<file path="src/rtl/reset_sequencer.sv">
// reset_sequencer
// ---------------
// Generates NumDomains active-low resets that are released one after another,
// starting from bit 0. Three sources put the block back into reset:
//   - power-on via the asynchronous rst_ni,
//   - the external ext_rst_ni (synchronised, then debounced),
//   - the one-cycle software request sw_rst_req_i.
// It also records the cause of the last reset.
//
// Ports
//   clk_i          : single clock for the whole block
//   rst_ni         : asynchronous active-low power-on reset
//   ext_rst_ni     : asynchronous active-low external reset request
//   sw_rst_req_i   : synchronous one-cycle software reset request
//   domain_rst_no  : registered active-low domain resets, bit 0 released first
//   rst_cause_o    : 2'b00 POR, 2'b01 external, 2'b10 software
//   busy_o         : high while any domain is still held in reset
module reset_sequencer #(
    parameter int NumDomains     = 3,
    parameter int PorCycles      = 200,
    parameter int GapCycles      = 16,
    parameter int HoldCycles     = 32,
    parameter int DebounceCycles = 1024,
    parameter int SyncStages     = 2
) (
    input  logic                  clk_i,
    input  logic                  rst_ni,
    input  logic                  ext_rst_ni,
    input  logic                  sw_rst_req_i,
    output logic [NumDomains-1:0] domain_rst_no,
    output logic [1:0]            rst_cause_o,
    output logic                  busy_o
);

    localparam int MaxPg     = (PorCycles > GapCycles) ? PorCycles : GapCycles;
    localparam int MaxCycles = (MaxPg > HoldCycles) ? MaxPg : HoldCycles;
    localparam int CntW      = $clog2(MaxCycles + 1);
    localparam int IdxW      = (NumDomains > 1) ? $clog2(NumDomains) : 1;
    localparam int DebW      = $clog2(DebounceCycles + 1);

    // The counter is loaded with N-1 so that the action happens on the N-th edge.
    localparam logic [CntW-1:0] PorLoad  = CntW'(PorCycles - 1);
    localparam logic [CntW-1:0] GapLoad  = CntW'(GapCycles - 1);
    localparam logic [CntW-1:0] HoldLoad = CntW'(HoldCycles - 1);
    localparam logic [DebW-1:0] DebLast  = DebW'(DebounceCycles - 1);
    localparam logic [IdxW-1:0] LastIdx  = IdxW'(NumDomains - 1);

    localparam logic [1:0] CausePor = 2'b00;
    localparam logic [1:0] CauseExt = 2'b01;
    localparam logic [1:0] CauseSw  = 2'b10;

    typedef enum logic [1:0] {
        S_POR,
        S_HOLD,
        S_RELEASE,
        S_RUN
    } state_e;

    // ------------------------------------------------------------------
    // External reset synchroniser
    // ------------------------------------------------------------------
    logic [SyncStages-1:0] r_sync;
    logic                  w_ext_sync;

    genvar gi;
    generate
        for (gi = 0; gi < SyncStages; gi++) begin : g_sync
            if (gi == 0) begin : g_first
                always_ff @(posedge clk_i or negedge rst_ni) begin
                    if (!rst_ni) r_sync[gi] <= 1'b1;
                    else         r_sync[gi] <= ext_rst_ni;
                end
            end else begin : g_rest
                always_ff @(posedge clk_i or negedge rst_ni) begin
                    if (!rst_ni) r_sync[gi] <= 1'b1;
                    else         r_sync[gi] <= r_sync[gi-1];
                end
            end
        end
    endgenerate

    assign w_ext_sync = r_sync[SyncStages-1];

    // ------------------------------------------------------------------
    // Debounce: the filtered level follows the synchronised input only
    // after DebounceCycles consecutive cycles of disagreement.
    // ------------------------------------------------------------------
    logic            r_ext_filt;
    logic [DebW-1:0] r_deb_cnt;

    always_ff @(posedge clk_i or negedge rst_ni) begin
        if (!rst_ni) begin
            r_ext_filt <= 1'b1;
            r_deb_cnt  <= '0;
        end else if (w_ext_sync == r_ext_filt) begin
            r_deb_cnt  <= '0;
        end else if (r_deb_cnt == DebLast) begin
            r_ext_filt <= w_ext_sync;
            r_deb_cnt  <= '0;
        end else begin
            r_deb_cnt  <= r_deb_cnt + 1'b1;
        end
    end

    // ------------------------------------------------------------------
    // Sequencer FSM
    // ------------------------------------------------------------------
    state_e                r_state, w_state_next;
    logic [CntW-1:0]       r_cnt, w_cnt_next;
    logic [IdxW-1:0]       r_idx, w_idx_next;
    logic [NumDomains-1:0] r_dom, w_dom_next;
    logic                  r_busy, w_busy_next;
    logic [1:0]            r_cause, w_cause_next;
    logic                  w_ext_req, w_any_req, w_enter_hold, w_start_rel;

    assign w_ext_req = ~r_ext_filt;
    assign w_any_req = w_ext_req | sw_rst_req_i;

    always_ff @(posedge clk_i or negedge rst_ni) begin
        if (!rst_ni) begin
            r_state <= S_POR;
            r_cnt   <= PorLoad;
            r_idx   <= '0;
            r_dom   <= '0;
            r_busy  <= 1'b1;
            r_cause <= CausePor;
        end else begin
            r_state <= w_state_next;
            r_cnt   <= w_cnt_next;
            r_idx   <= w_idx_next;
            r_dom   <= w_dom_next;
            r_busy  <= w_busy_next;
            r_cause <= w_cause_next;
        end
    end

    always_comb begin
        w_state_next = r_state;
        w_cnt_next   = r_cnt;
        w_idx_next   = r_idx;
        w_dom_next   = r_dom;
        w_busy_next  = r_busy;
        w_cause_next = r_cause;
        w_enter_hold = 1'b0;
        w_start_rel  = 1'b0;

        case (r_state)
            // Requests are deliberately ignored until the power-on count ends.
            S_POR: begin
                if (r_cnt == '0) w_start_rel = 1'b1;
                else             w_cnt_next  = r_cnt - 1'b1;
            end
            // The hold timer only runs while the external reset is inactive;
            // any fresh request restarts the full hold time.
            S_HOLD: begin
                if (w_ext_req) begin
                    w_cnt_next = HoldLoad;
                end else if (sw_rst_req_i) begin
                    w_cnt_next   = HoldLoad;
                    w_cause_next = CauseSw;
                end else if (r_cnt == '0) begin
                    w_start_rel = 1'b1;
                end else begin
                    w_cnt_next = r_cnt - 1'b1;
                end
            end
            S_RELEASE: begin
                if (w_any_req) begin
                    w_enter_hold = 1'b1;
                end else if (r_cnt == '0) begin
                    w_dom_next = r_dom | (NumDomains'(1) << r_idx);
                    if (r_idx == LastIdx) begin
                        w_state_next = S_RUN;
                        w_busy_next  = 1'b0;
                    end else begin
                        w_idx_next = r_idx + 1'b1;
                        w_cnt_next = GapLoad;
                    end
                end else begin
                    w_cnt_next = r_cnt - 1'b1;
                end
            end
            S_RUN: begin
                if (w_any_req) w_enter_hold = 1'b1;
            end
            default: w_state_next = S_POR;
        endcase

        // Release of domain 0 always restarts the sequence from the beginning.
        if (w_start_rel) begin
            w_dom_next = NumDomains'(1);
            if (NumDomains == 1) begin
                w_state_next = S_RUN;
                w_busy_next  = 1'b0;
            end else begin
                w_state_next = S_RELEASE;
                w_idx_next   = IdxW'(1);
                w_cnt_next   = GapLoad;
            end
        end

        // External wins over software when both arrive together.
        if (w_enter_hold) begin
            w_state_next = S_HOLD;
            w_dom_next   = '0;
            w_busy_next  = 1'b1;
            w_cnt_next   = HoldLoad;
            w_cause_next = w_ext_req ? CauseExt : CauseSw;
        end
    end

    assign domain_rst_no = r_dom;
    assign rst_cause_o   = r_cause;
    assign busy_o        = r_busy;

endmodule

</file>
<file path="config.mk">
export PLATFORM = sky130hd
export DESIGN_NAME = reset_sequencer
export DESIGN_NICKNAME = d
export VERILOG_FILES = /design/src/rtl/reset_sequencer.sv
export SDC_FILE = /design/constraint.sdc
export NUM_CORES = 1
export LEC_CHECK = 0
export BUFFER_PORTS_ARGS = -buffer_cell sky130_fd_sc_hd__buf_2
export CAP_MARGIN = 20
export CELL_PAD_IN_SITES_DETAIL_PLACEMENT = 1
export CELL_PAD_IN_SITES_GLOBAL_PLACEMENT = 1
export CORE_ASPECT_RATIO = 1.4
export CORE_UTILIZATION = 47
export CTS_CLUSTER_SIZE = 24
export DETAILED_ROUTE_END_ITERATION = 8
export PLACE_DENSITY_LB_ADDON = 0.1
export SETUP_SLACK_MARGIN = 0.05
export SLEW_MARGIN = 10
export SYNTH_ARGS = -nofsm -noshare
export SYNTH_HDL_FRONTEND = slang
export SYNTH_SLANG_ARGS = --single-unit
</file>
<file path="constraint.sdc">
create_clock -name clk_i -period 3.3 [get_ports clk_i]
set_clock_uncertainty 0.2 [all_clocks]
set_input_delay 0.495 -clock clk_i [delete_from_list [all_inputs] [get_ports clk_i]]
set_output_delay 0.495 -clock clk_i [all_outputs]
set_load 0.1 [all_outputs]
</file>
==> metrics.cfg, run 1 <==
[placement]
place_hpwl_um=3250
io_buffers=9
placed_cell_area_um2=1940
gp_congestion=0.866

[power]
p_clk_share_pct=49.9
power_w=0.000839
power_density_nw_per_um2=406
p_int_w=0.000670
peakVddDrop_mv=0.383
seq_power_share_pct=47.9
switchingPower_w=0.000169
swShare_pct=20.1
p_leak_nw=0.894
p_comb_share_pct=2.2

[yosys]
synth_cells=194
synth-edff-count=0
synth-seq-area-share_pct=44.7
syn_area_um2=1820
ys_top_cells_by_count=25 x nor2_1, 23 x dfrtp_1, 15 x nand2_1
synth_top_cell_by_area=dfrtp_1
synth_cell_types=49
ys_top_cells_by_area=dfrtp_1 32%, dfstp_2 13%, ha_1 7.6%, nor2_1 5.2%, nand2_1 3.1%
avgSynthCellArea_um2=9.36
synth_top_area_share_pct=31.7
synth_fp_nets=209
async_reset_ff_share_pct=100
yosysWarnings=0
synth.most_common_cell=nor2_1
synth-seq-cells=32
synth_flop_cell=dfrtp_1

[detailed_routing]
wl_um=4400
drtIter0Drc=14
ant_nets=0
vias_per_cell=5.99
wl_per_cell_um=17.4
vias=1515
first_pass_iters=6
drcViolationCount=0

[status]
status=finished, final reports clean

[die]
ios=10
rows=26
chipWidth_um=54.5
core_um2=3680
start_util_pct=49.4
die_h_um=75.6
dieArea_um2=4120

[worst_setup_path]
slowest_delay_ns=0.48
crit_arrival_ns=2.67
critPathMaxFanout=12
reg2reg_slack_ns=0.63
critPathKind=reg -> reg
crit_required_ns=3.29
crit_chain=inv_1 > ha_1 > or3b_1 > a211oi_4 > o32ai_1 > buf_4 > or4_4 > o41ai_2
cp-end-kind=register
rr_worst_depth=8
cp-start-kind=register
cpMaxStageDelayCell=or3b_1

[cts]
cts_resized=0
cts.sinks=32
worstSkewPairLatency_ns=0.29
clk_pin_slew_ns=0.07
cts_max_level=2
cts_tree=done
cts_buffers=5
cts_setup_buffers=0
clock_path_buffers=2
cts-root-buf=clkbuf_8
hold_buffers=0

[layout]
drive_gt1_share_pct=19.4
multi_input_area_um2=932
fill_cells=416
final-seq-area_um2=812
areaGrowthSynthToFinish_pct=13.7
fin_area_um2=2070
antenna_cells=0
fin_nets=225

[global_routing]
grt_first_pass_wirelength_um=7330
gr-total-overflow=0
grt_antenna_before_repair=0
grt_max_degree=33
track_usage_pct=25.2
grt_pass1_vias=1570

[timing]
worst_pin_slew_ns=0.707
min_period_over_period_pct=81.0
finalHoldViolations=0
slew_violations=0
rsz0062_at_grt=no
relSlewSlack_pct=52.9
max_freq_mhz=374
setup_viol=0
fin_setup_tns_ns=0
whs_ns=0.0513
post-route-min-period_ns=2.67

[flow_run]
drv_cap=0

[hold_path]
hp-class=in -> async

## registers in the layout (all words and copies together), names as in the netlist
register       flops
busy_o             1
domain_rst_no      3
r_cnt              8
r_deb_cnt         11
r_ext_filt         1
r_idx              2
r_state            2
r_sync             1
rst_cause_o        2
w_ext_sync         1
## routing by layer
| metal | share of wire (%) | global-route usage, % | vias up |
|---|---|---|---|
| met5 | 0 | 0 | - |
| met4 | 1.8 | 10.3 | 0 |
| met3 | 3.3 | 5.59 | 8 |
| met2 | 54 | 45.1 | 37 |
| met1 | 41 | 28.0 | 750 |
| li1 | - | - | 720 |
## final cells by class
cell class / count / area share, %
multi-input cells: 143 / 45.1
flip-flops and latches: 32 / 39.3
repair buffers: 16 / 4.72
clock buffers: 7 / 4.66
well taps: 42 / 2.54
inverters: 12 / 2.18
clock inverters: 1 / 1.45
## kinds of logic after synthesis
kind of cell,Yosys count,share of synthesized area (%)
compound gates,43,16.5
xor+xnor,10,4.82
fa+ha+maj,11,7.58
buf+inv,19,3.99
flops,32,44.7
mux,1,0.620
simple gates,78,21.8
## worst max-delay path, delay by kind of cell (launching register included)
kind / cells / cell delay, ns
compound gates: 3 / 0.58
fa+ha+maj: 1 / 0.21
buf+inv: 2 / 0.28
flops: 1 / 0.39
simple gates: 2 / 0.93
## power by group through the flow
stage	registers [W]	clock network (W)	logic [W]
after floorplan	0.000408	0	0.00000841
after global placement	0.000408	0	0.0000188
after detailed placement	0.000408	0	0.0000196
after CTS	0.000401	0.000425	0.0000198
after global routing	0.000402	0.000439	0.0000227
final	0.000401	0.000419	0.0000188
## layout by cell type, fill, tap and decap left out, types with 2 or more instances in the layout
cell,n
a21o_1,2
a21oi_1,11
a31oi_1,2
and3_1,2
buf_2,9
buf_4,7
clkbuf_8,7
dfrtp_1,23
dfstp_2,9
ha_1,11
inv_1,11
nand2_1,15
nand2b_1,3
nand3_1,5
nor2_1,25
nor3_1,10
nor4_1,2
nor4b_1,2
o21ai_0,5
o21ai_1,6
o31ai_1,3
or3_1,2
or4_1,2
or4_4,2
xnor2_1,5
xor2_1,5
## through the flow
step | instances | utilization, % | setup slack [ns]
final | 253 | 56.2 | 0.627
after floorplan | 194 | - | 0.751
after detailed placement | 245 | 52.8 | 0.704
after CTS | 253 | 56.2 | 0.637
after global routing | 253 | 56.2 | 0.473
after global placement | 245 | 52.8 | 0.801
## path summary, 6_finish.rpt
kind                                 start           end
worst max-delay path              r_cnt[0]      r_cnt[7]
worst min-delay path                rst_ni      r_cnt[4]
worst max register to register    r_cnt[0]      r_cnt[7]
worst min register to register   r_sync[0]    w_ext_sync
max in group asynchronous           rst_ni  r_deb_cnt[6]
min in group clk_i              ext_rst_ni     r_sync[0]
(Power assumes the default switching activity.)
==> run 2: changes to the inputs <==
==> constraint.sdc (replaced) <==
create_clock -name clk_i -period 2.8 [get_ports clk_i]
set_clock_uncertainty 0.2 [all_clocks]
set_input_delay 0.42 -clock clk_i [delete_from_list [all_inputs] [get_ports clk_i]]
set_output_delay 0.42 -clock clk_i [all_outputs]
set_load 0.1 [all_outputs]
==> metrics.cfg, run 2 (synthesis results as in run 1) <==
[status]
status=finished, violations left
violations=negative hold slack

[detailed_routing]
ant_nets=0  ; unchanged
wl_per_cell_um=17.7  ; +1.6%
drcViolationCount=0  ; unchanged
vias=1505  ; -0.66%
vias_per_cell=5.93  ; -1.1%
drtIter0Drc=17  ; +3
first_pass_iters=4  ; -2
wl_um=4480  ; +2.0%

[cts]
worstSkewPairLatency_ns=0.28  ; about the same
cts_setup_buffers=0  ; unchanged
clk_pin_slew_ns=0.07  ; about the same
cts_buffers=5  ; unchanged
cts_max_level=2  ; unchanged
hold_buffers=0  ; unchanged
cts_tree=done
cts_resized=0  ; unchanged
clock_path_buffers=2  ; unchanged
cts.sinks=32  ; unchanged
cts-root-buf=clkbuf_8

[timing]
whs_ns=-0.00470  ; -0.0560 ns
finalHoldViolations=7  ; +7
post-route-min-period_ns=2.60  ; -0.0740 ns
relSlewSlack_pct=50.4  ; -2.5 points
min_period_over_period_pct=92.8  ; +12 points
rsz0062_at_grt=no
fin_setup_tns_ns=0  ; unchanged
worst_pin_slew_ns=0.745  ; +0.0377 ns
slew_violations=0  ; unchanged
worst_slack_ns=0.201  ; -0.426 ns
max_freq_mhz=385  ; +2.8%
setup_viol=0  ; unchanged

[power]
power_density_nw_per_um2=473  ; +17%
peakVddDrop_mv=0.389  ; +1.6%
p_leak_nw=0.899  ; +0.61%

[layout]
top_register=r_deb_cnt
drive_gt1_share_pct=19.8  ; +0.38 points
fill_cells=436  ; +4.8%
final_common_cell=nor2_1
layout_common_cells=25 x nor2_1, 23 x dfrtp_1, 15 x nand2_1
areaGrowthSynthToFinish_pct=14.1
fin_nets=226  ; +0.44%
fin_area_um2=2070  ; +0.36%
antenna_cells=0  ; unchanged
largest_register_ffs=11  ; unchanged

[hold_path]
hp-class=in -> async

[worst_setup_path]
cp-end-kind=register
crit_required_ns=2.78  ; -0.51 ns
cp-start-kind=register
critPathMaxFanout=6  ; -6
crit_arrival_ns=2.57  ; -0.10 ns
critPathKind=reg -> reg

[die]
start_util_pct=49.4  ; unchanged
dieArea_um2=4120  ; unchanged
rows=26  ; unchanged
chipWidth_um=54.5  ; unchanged
core_um2=3680  ; unchanged
die_h_um=75.6  ; unchanged
ios=10  ; unchanged

[global_routing]
grt_pass1_vias=1555  ; -0.96%
gr-total-overflow=0  ; unchanged
grt_first_pass_wirelength_um=7000  ; -4.6%
grt_max_degree=33  ; unchanged
track_usage_pct=24.3  ; -0.92 points
grt_antenna_before_repair=0  ; unchanged

[placement]
place_hpwl_um=3310  ; +1.9%
post-place-ws_ns=0.254  ; -0.450 ns
gp_congestion=0.819  ; -5.5%
io_buffers=9  ; unchanged
placed_cell_area_um2=1950  ; +0.39%

[flow_run]
drv_cap=0  ; unchanged

==> run 2: worst max-delay path, cell delays in order, from the launching register on <==
cell and delay, ns:
dfstp_2 0.55, inv_1 0.06, ha_1 0.23, or3b_1 0.33
a211oi_4 0.06, o32ai_1 0.56, buf_4 0.25, a31oi_1 0.05
o22a_1 0.19
==> run 2: where the power goes <==
part / total, W / switching, W / leakage (nW) / internal, W
clock: 0.000485 / 0.000172 / 0.0645 / 0.000314
sequential: 0.000473 / 0.00000421 / 0.392 / 0.000469
combinational: 0.0000229 / 0.0000162 / 0.443 / 0.00000671
==> run 2: layer usage <==
| metal | vias up | GRT usage (%) | routed length [um] |
|---|---|---|---|
| met5 | - | 0 | 0 |
| met4 | 0 | 12.5 | 100 |
| met3 | 11 | 3.99 | 105 |
| met2 | 33 | 43.6 | 2440 |
| met1 | 738 | 26.6 | 1840 |
| li1 | 723 | - | - |
==> run 2: final timing paths <==
check / to / startpoint / cells after the start / slack (ns)
worst max register to register: r_cnt[3] / r_cnt[0] / 8 / 0.20
min in group clk_i: r_sync[0] / ext_rst_ni / 1 / 0.03
worst max-delay path: r_cnt[3] / r_cnt[0] / 8 / 0.20
worst min-delay path: r_cnt[4] / rst_ni / 1 / -0.005
max in group asynchronous: r_deb_cnt[7] / rst_ni / 1 / 1.92
worst min register to register: w_ext_sync / r_sync[0] / 0 / 0.16
==> run 2: metrics by stage <==
stage,hold WS (ns),util (%),total power [W],cells
global route,0.0216,56.4,0.00101,254
global placement,0.150,53.0,0.000503,246
detailed placement,0.151,53.0,0.000505,246
floorplan,-0.0756,-,0.000490,194
finish,-0.00470,56.4,0.000982,254
CTS,0.00240,56.4,0.000994,254
==> run 2: cell type report <==
cell class,instances,area [um2],area share (%)
clock buffer,7,96.3,4.65
tap,42,52.6,2.53
inverter,12,45.0,2.17
multi-input combinational,143,932,45.0
clock inverter,1,30.0,1.45
sequential,32,812,39.2
timing repair buffer,17,105,5.07
